==> src/rtl/fpu_muldiv_arbiter.sv <==
// Round-robin arbiter sharing one multi-cycle half-precision mul/div unit
// between two requesters, with operand hold, start pulse and watchdog.
module fpu_muldiv_arbiter #(
    parameter int TIMEOUT = 64,
    parameter int CNT_W   = $clog2(TIMEOUT + 1)
) (
    input  logic        clk,
    input  logic        reset,
    input  logic [1:0]  req,
    input  logic [1:0]  op,
    input  logic [31:0] x_in,
    input  logic [31:0] y_in,
    output logic [1:0]  gnt,
    output logic [1:0]  rsp_valid,
    output logic [15:0] rsp_result,
    output logic [1:0]  rsp_ofuf,
    output logic        rsp_timeout,
    output logic        busy,
    output logic [15:0] unit_x,
    output logic [15:0] unit_y,
    output logic        unit_muldiv,
    output logic        unit_start,
    input  logic        unit_done,
    input  logic [15:0] unit_result,
    input  logic [1:0]  unit_ofuf
);

    typedef enum logic [1:0] {
        IDLE,
        START,
        WAIT,
        RESP
    } state_t;

    state_t           state;
    state_t           state_n;
    logic             last;
    logic             win;
    logic [CNT_W-1:0] wd;
    logic             wd_expired;

    assign wd_expired = (wd == CNT_W'(TIMEOUT - 1));

    // A tie goes to the requester that was not served last.
    always_comb begin
        win = 1'b0;
        case (req)
            2'b01:   win = 1'b0;
            2'b10:   win = 1'b1;
            2'b11:   win = ~last;
            default: win = 1'b0;
        endcase
    end

    always_ff @(posedge clk or posedge reset) begin
        if (reset) begin
            state <= IDLE;
        end else begin
            state <= state_n;
        end
    end

    always_comb begin
        state_n = state;
        case (state)
            IDLE:    if (|req) state_n = START;
            START:   state_n = WAIT;
            WAIT:    if (unit_done || wd_expired) state_n = RESP;
            RESP:    state_n = IDLE;
            default: state_n = IDLE;
        endcase
    end

    // Control outputs are registered by decoding the state being entered.
    always_ff @(posedge clk or posedge reset) begin
        if (reset) begin
            gnt        <= '0;
            rsp_valid  <= '0;
            busy       <= 1'b0;
            unit_start <= 1'b0;
        end else begin
            gnt        <= (state_n == START) ? {win, ~win} : '0;
            unit_start <= (state_n == START);
            busy       <= (state_n != IDLE);
            rsp_valid  <= (state_n == RESP) ? {last, ~last} : '0;
        end
    end

    always_ff @(posedge clk or posedge reset) begin
        if (reset) begin
            last        <= 1'b1;
            unit_x      <= '0;
            unit_y      <= '0;
            unit_muldiv <= 1'b0;
            rsp_result  <= '0;
            rsp_ofuf    <= '0;
            rsp_timeout <= 1'b0;
            wd          <= '0;
        end else begin
            case (state)
                IDLE: begin
                    if (|req) begin
                        last        <= win;
                        unit_x      <= win ? x_in[31:16] : x_in[15:0];
                        unit_y      <= win ? y_in[31:16] : y_in[15:0];
                        unit_muldiv <= op[win];
                    end
                end
                START: begin
                    wd <= '0;
                end
                WAIT: begin
                    // Done wins over a watchdog expiry in the same cycle.
                    if (unit_done) begin
                        rsp_result  <= unit_result;
                        rsp_ofuf    <= unit_ofuf;
                        rsp_timeout <= 1'b0;
                    end else if (wd_expired) begin
                        rsp_result  <= '0;
                        rsp_ofuf    <= '0;
                        rsp_timeout <= 1'b1;
                    end else begin
                        wd <= wd + CNT_W'(1);
                    end
                end
                default: ;
            endcase
        end
    end

endmodule

==> config.mk <==
export PLATFORM = sky130hd
export DESIGN_NAME = fpu_muldiv_arbiter
export DESIGN_NICKNAME = d
export VERILOG_FILES = /design/src/rtl/fpu_muldiv_arbiter.sv
export SDC_FILE = /design/constraint.sdc
export NUM_CORES = 1
export LEC_CHECK = 0
export ABC_AREA = 0
export BUFFER_PORTS_ARGS = -buffer_cell sky130_fd_sc_hd__buf_2
export CAP_MARGIN = 5
export CORE_UTILIZATION = 41
export CTS_CLUSTER_DIAMETER = 100
export DETAILED_ROUTE_END_ITERATION = 10
export GPL_TIMING_DRIVEN = 1
export PLACE_DENSITY_LB_ADDON = 0.1
export REMOVE_ABC_BUFFERS = 1
export SYNTH_ARGS = -nofsm -noshare
export SYNTH_HDL_FRONTEND = slang
export SYNTH_SLANG_ARGS = --single-unit
==> constraint.sdc <==
create_clock -name clk -period 1.6 [get_ports clk]
set_input_delay 0 -clock clk [delete_from_list [all_inputs] [get_ports clk]]
set_output_delay 0 -clock clk [all_outputs]
set_load 0.005 [all_outputs]
# Word level (Yosys, flattened, before mapping)
# Index checks and enable logic that the tools add are counted.
[word_totals] ramBits=0 n_memories=0 elab_cells=55 regBits=68 rom_bits=0 input_bits=89 output_inout_bits=58 latchBits=0
[op_classes] muxes=19 n_shift=0 n_lt_le_gt_ge=1 n_addsub=1 n_eq_ne=10 bitwise_logic=2 n_reduce_logical=9 n_mul=0 div=0
[op_table] operator="$mux 16" n=4
[op_table] operator="$mux 7" n=2
[op_table] operator="$pmux 7 s2" n=1
[op_table] operator="$mux 2" n=6
[op_table] operator="$eq 2x2->1 const B" n=5
[op_table] operator="$pmux 2 s4" n=1
[op_table] operator="$add 7x1->7 const B" n=1
[op_table] operator="$eq 7x6->1 const B" n=1
[op_table] operator="$reduce_bool 2->1" n=3
[op_table] operator="$eq 2x1->1 const B" n=2
[op_table] operator="$mux 1" n=4
[op_table] operator="$ne 2x2->1 const B" n=2
[op_table] operator="$reduce_and 2->1" n=2
[op_table] operator="$reduce_and 3->1" n=1
[op_table] operator="$logic_not 2->1" n=1
[op_table] operator="$lt 1x2->1 const B" n=1
[op_table] operator="$not 1->1" n=2
[op_table] operator="$pmux 1 s2" n=1
[op_table] operator="$reduce_or 2->1" n=1
[op_table] operator="$logic_or 1x1->1" n=1

# Longest topological paths before layout
[logic_depth] depth_word=6 depth_mapped=7 ltp_nobuf=6

# Worst setup path after synthesis
# OpenSTA, ideal clock, no wires.
[synth_timing] path_kind="register -> register" startpoint="reg state[0]" endpoint="reg wd[5]" synth_period_minus_slack_ns=1.549 path_slack_ns=0.051 stages_incl_launch_ff=7 setup_ns=0.082 t_required_ns=1.518 arrival_time_ns=1.467 n_path_buf=1 cell_sequence="dfrtp_1 -> inv_1 -> ha_1 -> buf_2 -> inv_1 -> o41a_1 -> a31oi_1"
[synth_via] elab_chain_len=3 word_cells_on_any_way=7 cone_classes="eq/ne (4); mux (1); reduce/logical (2)"
[synth_lines] item="start, declared" line="35" rtl="state_t state;"
[synth_lines] item="start signal, assigned" line="59" rtl="state <= state_n;"
[synth_lines] item="$eq 2x2->1 or $eq 2x1->1 (tied branches)" line="100" rtl="case (state)"
[synth_lines] item="$ne 2x2->1 (no line) or $reduce_bool 2->1 (tied branches)"
[synth_lines] item="$reduce_and 3->1 (no line)"
[synth_lines] item="end signal, assigned" line="123" rtl="wd <= wd + CNT_W'(1);"
[synth_lines] item="end, declared" line="39" rtl="logic [CNT_W-1:0] wd;"
# Parallel ways exist; a longest one is shown, timed or not.
# A chain may end at the register's enable or synchronous reset.

# Worst setup path after layout
[layout_timing] startpoint="reg wd[1]" endpoint="reg wd[5]"
[layout_via] elab_chain_len=4 word_cells_on_any_way=7 cone_classes="add/sub (1); eq/ne (2); mux (3); reduce/logical (1)"
[layout_lines] item="$add 7x1->7" line="123"
[layout_lines] item="$mux 7" line="118" rtl="end else if (wd_expired) begin"
[layout_lines] item="$mux 7" line="114" rtl="if (unit_done) begin"
[layout_lines] item="$pmux 7 s2" line="100"
# Parallel ways exist; a longest one is shown, timed or not. The select of a mux whose other input is x is not followed.

==> qor.yml <==
die-area_mm2: 0.00762
diodes: 0
grt_antenna_before_repair: 0
synth_compound_area_frac: 0.159
cp.depth: 5
synth_top_area_cell: "dfrtp_1"
finalCritPeriodShare: 0.940
multi_input_area_mm2: 0.00119
synth-seq-cells: 68
worst_pin_slew_ns: 0.495
start_util: 0.432
dr_total_vias: 2887
yosys-top-cells-area: "dfrtp_1 56%, mux2i_1 12%, a22o_1 5.3%, o21ai_0 5.2%, nand2_1 4.9%"
grt_max_degree: 36
yosys.area_share.adder: 0.0210
async_flop_share: 1.00
root_buffer: "clkbuf_8"
ys_types: 34
relSlewSlack: 0.668
cp_slowest_stage_delay_ns: 0.40
nets: 587
cp_data_arrival_time_ns: 1.75
ant_nets: 0
worstRegToRegCells: 5
avgSynthCellArea_um2: 11.5
place_congestion: 0.779
post-route-util: 0.720
seq_area_frac_synth: 0.571
criticalPathCategory: "reg -> reg"
cp.required_ns: 1.85
syn_inst: 259
drtIter0Drc: 93
dp_hpwl_um: 5090
synth_edf_count: 0
holdWs_ns: -0.00281
synth_xor_xnor_area_share: 0
grtUsageTotal: 0.241
muxShareOfSynthArea: 0.117
start_kind: "flip-flop"
finalSetupViolCount: 0
drtPass1Iterations: 4
synth-simple-area-share: 0.0906
synth_top_family_by_area: "compound AO/OA/AOI/OAI gates"
core_area_mm2: 0.00691
holdPathEnd: "unit_y[8]"
drive_gt1_frac: 0.373
fmax_mhz: 665
ys_warn_count: 0
cp_top_family: "compound AO/OA/AOI/OAI gates"
ctsLongestPathBuffers: 2
io_pins: 147
synth_top_area_frac: 0.562
worst_setup_path_end_kind: "flip-flop"
reg2reg_to: "wd[5]"
overflow: 0
cts_max_level: 3
die_y_um: 87.3
outcome: "finished, violations left"
cp_max_fo: 5
first_global_vias: 2946
hold_path_depth: 3
worstReg2RegStart: "wd[1]"
cts_tree: "yes"
synth_flop_cell: "dfrtp_1"
floorplan.rows: 30
final.setup_skew_ns: 0.00713
grt_first_pass_wirelength_um: 13800
finalSetupTns_ns: 0
power_density_mw_per_mm2: 1560
clk_latency_ns: 0.34
vias_per_cell: 4.86
irDropWorstVdd_mv: 0.763
hold_viol_final: 1
hold_start: "y_in[8]"
wirelength_um: 8820
ff_latch_area_mm2: 0.00170
drv_cap: 0
drv_slew: 0
portBuffers: 146
drc: 0
numClockSinks: 68
crit_slowest_cell: "dfrtp_1"
fillers: 514
hp-class: "in -> reg"
finalCriticalPeriod_ns: 1.50
violations: "negative hold slack"
synth_area_mm2: 0.00298
leakage_nw: 2.54
crit_chain: "ha_1, nand2b_1, o21bai_4, o41a_1, a31oi_1"
numCtsBuffers: 9
area_growth_pct: 66.7
routedWlPerCell_um: 14.9
cts.clk_slew.worst_paths_ns: 0.07
rrSetupSlack_ns: 0.1
path_buf_inv: 0
die_x_um: 87.3
-- registers in the layout, summed over array words and instances (netlist names) --
signal,cells
unit_y,16
last,1
rsp_valid,2
unit_start,1
gnt,2
unit_muldiv,1
unit_x,16
rsp_ofuf,2
rsp_timeout,1
wd,7
state,2
rsp_result,16
busy,1
-- stage by stage --
stage	hold WS (ns)	total power (W)	std cells	setup slack, ns	area (µm²)
floorplan	0.0629	0.00439	244	-2.01	2880
global placement	0.0490	0.00566	496	0.0563	3890
detailed placement	0.0592	0.00576	496	-0.00119	3890
CTS	0.00311	0.00767	592	0.00548	4940
global route	0.0112	0.00831	594	-0.00490	4970
finish	-0.00281	0.00776	594	0.0964	4970
-- power breakdown --
part	leakage [nW]	internal, W	switching (W)
logic	1.57	0.00156	0.00159
clock network	0.122	0.00108	0.000662
registers	0.855	0.00248	0.000400
total	2.54	0.00511	0.00265
-- timing repair --
action	4_1_cts	5_1_grt
resized for setup	0	3
setup endpoints to repair	0	15
endpoints found under the hold margin	68	0
buffers inserted	0	2
hold buffers	80	0
-- kinds of logic after synthesis --
kind of cell / Yosys count
AOI/OAI and AO/OA: 70
DFF: 68
and+or+nand+nor: 60
muxes: 35
buffers and inverters: 21
adders and majority gates: 5
-- Yosys cell counts, types with 3 or more instances --
cell / n
o21ai_1: 4
ha_1: 5
inv_1: 6
buf_6: 4
mux2i_1: 35
a31oi_1: 6
dfrtp_1: 67
buf_2: 8
o21ai_0: 31
nand2_1: 39
nor3_1: 3
a22o_1: 18
nor2_1: 6
nand2b_1: 3
-- how the worst max path moves through the flow --
stage / start / to
global route: state[0] / gnt[1]
finish: wd[1] / wd[5]
floorplan: req[1] / unit_muldiv
global placement: wd[0] / gnt[1]
CTS: wd[0] / gnt[0]
detailed placement: wd[0] / rsp_valid[0]
-- layout by cell type, fill, tap and decap left out, types with 4 or more instances in the layout --
master         synthesis  routed
a22o_1                18      18
dlygate4sd3_1          0      80
nand2_1               39      39
nor2_1                 6       6
o21ai_0               31      30
buf_12                 0       5
inv_1                  6       5
a31oi_1                6       6
clkbuf_8               0      10
buf_4                  1       7
o21ai_1                4       4
mux2i_1               35      35
buf_2                  8     146
dfrtp_1               67      67
-- per-layer routing --
metal  GRT usage  wire length (µm)  up-vias  part of all wire
li1            -                 -     1390                 -
met1       0.305              3750     1357              0.42
met2       0.399              4320      120              0.49
met3      0.0464               559       20             0.063
met4       0.112               201        0             0.023
met5           0                 0        -                 0
-- worst reg2reg max path: cells and delay by family, from the launching register on --
kind,cells,cell delay [ns]
AOI/OAI and AO/OA,3,0.67
DFF,1,0.40
adders and majority gates,1,0.20
and+or+nand+nor,1,0.16
-- cell type report --
cell class / count / area share
Clock buffer: 10 / 0.0277
Clock inverter: 6 / 0.0224
Inverter: 6 / 0.00453
Multi-Input combinational cell: 170 / 0.240
Sequential cell: 68 / 0.342
Tap cell: 96 / 0.0242
Timing Repair Buffer: 238 / 0.339
No activity file was read; power rests on OpenSTA's default activity.
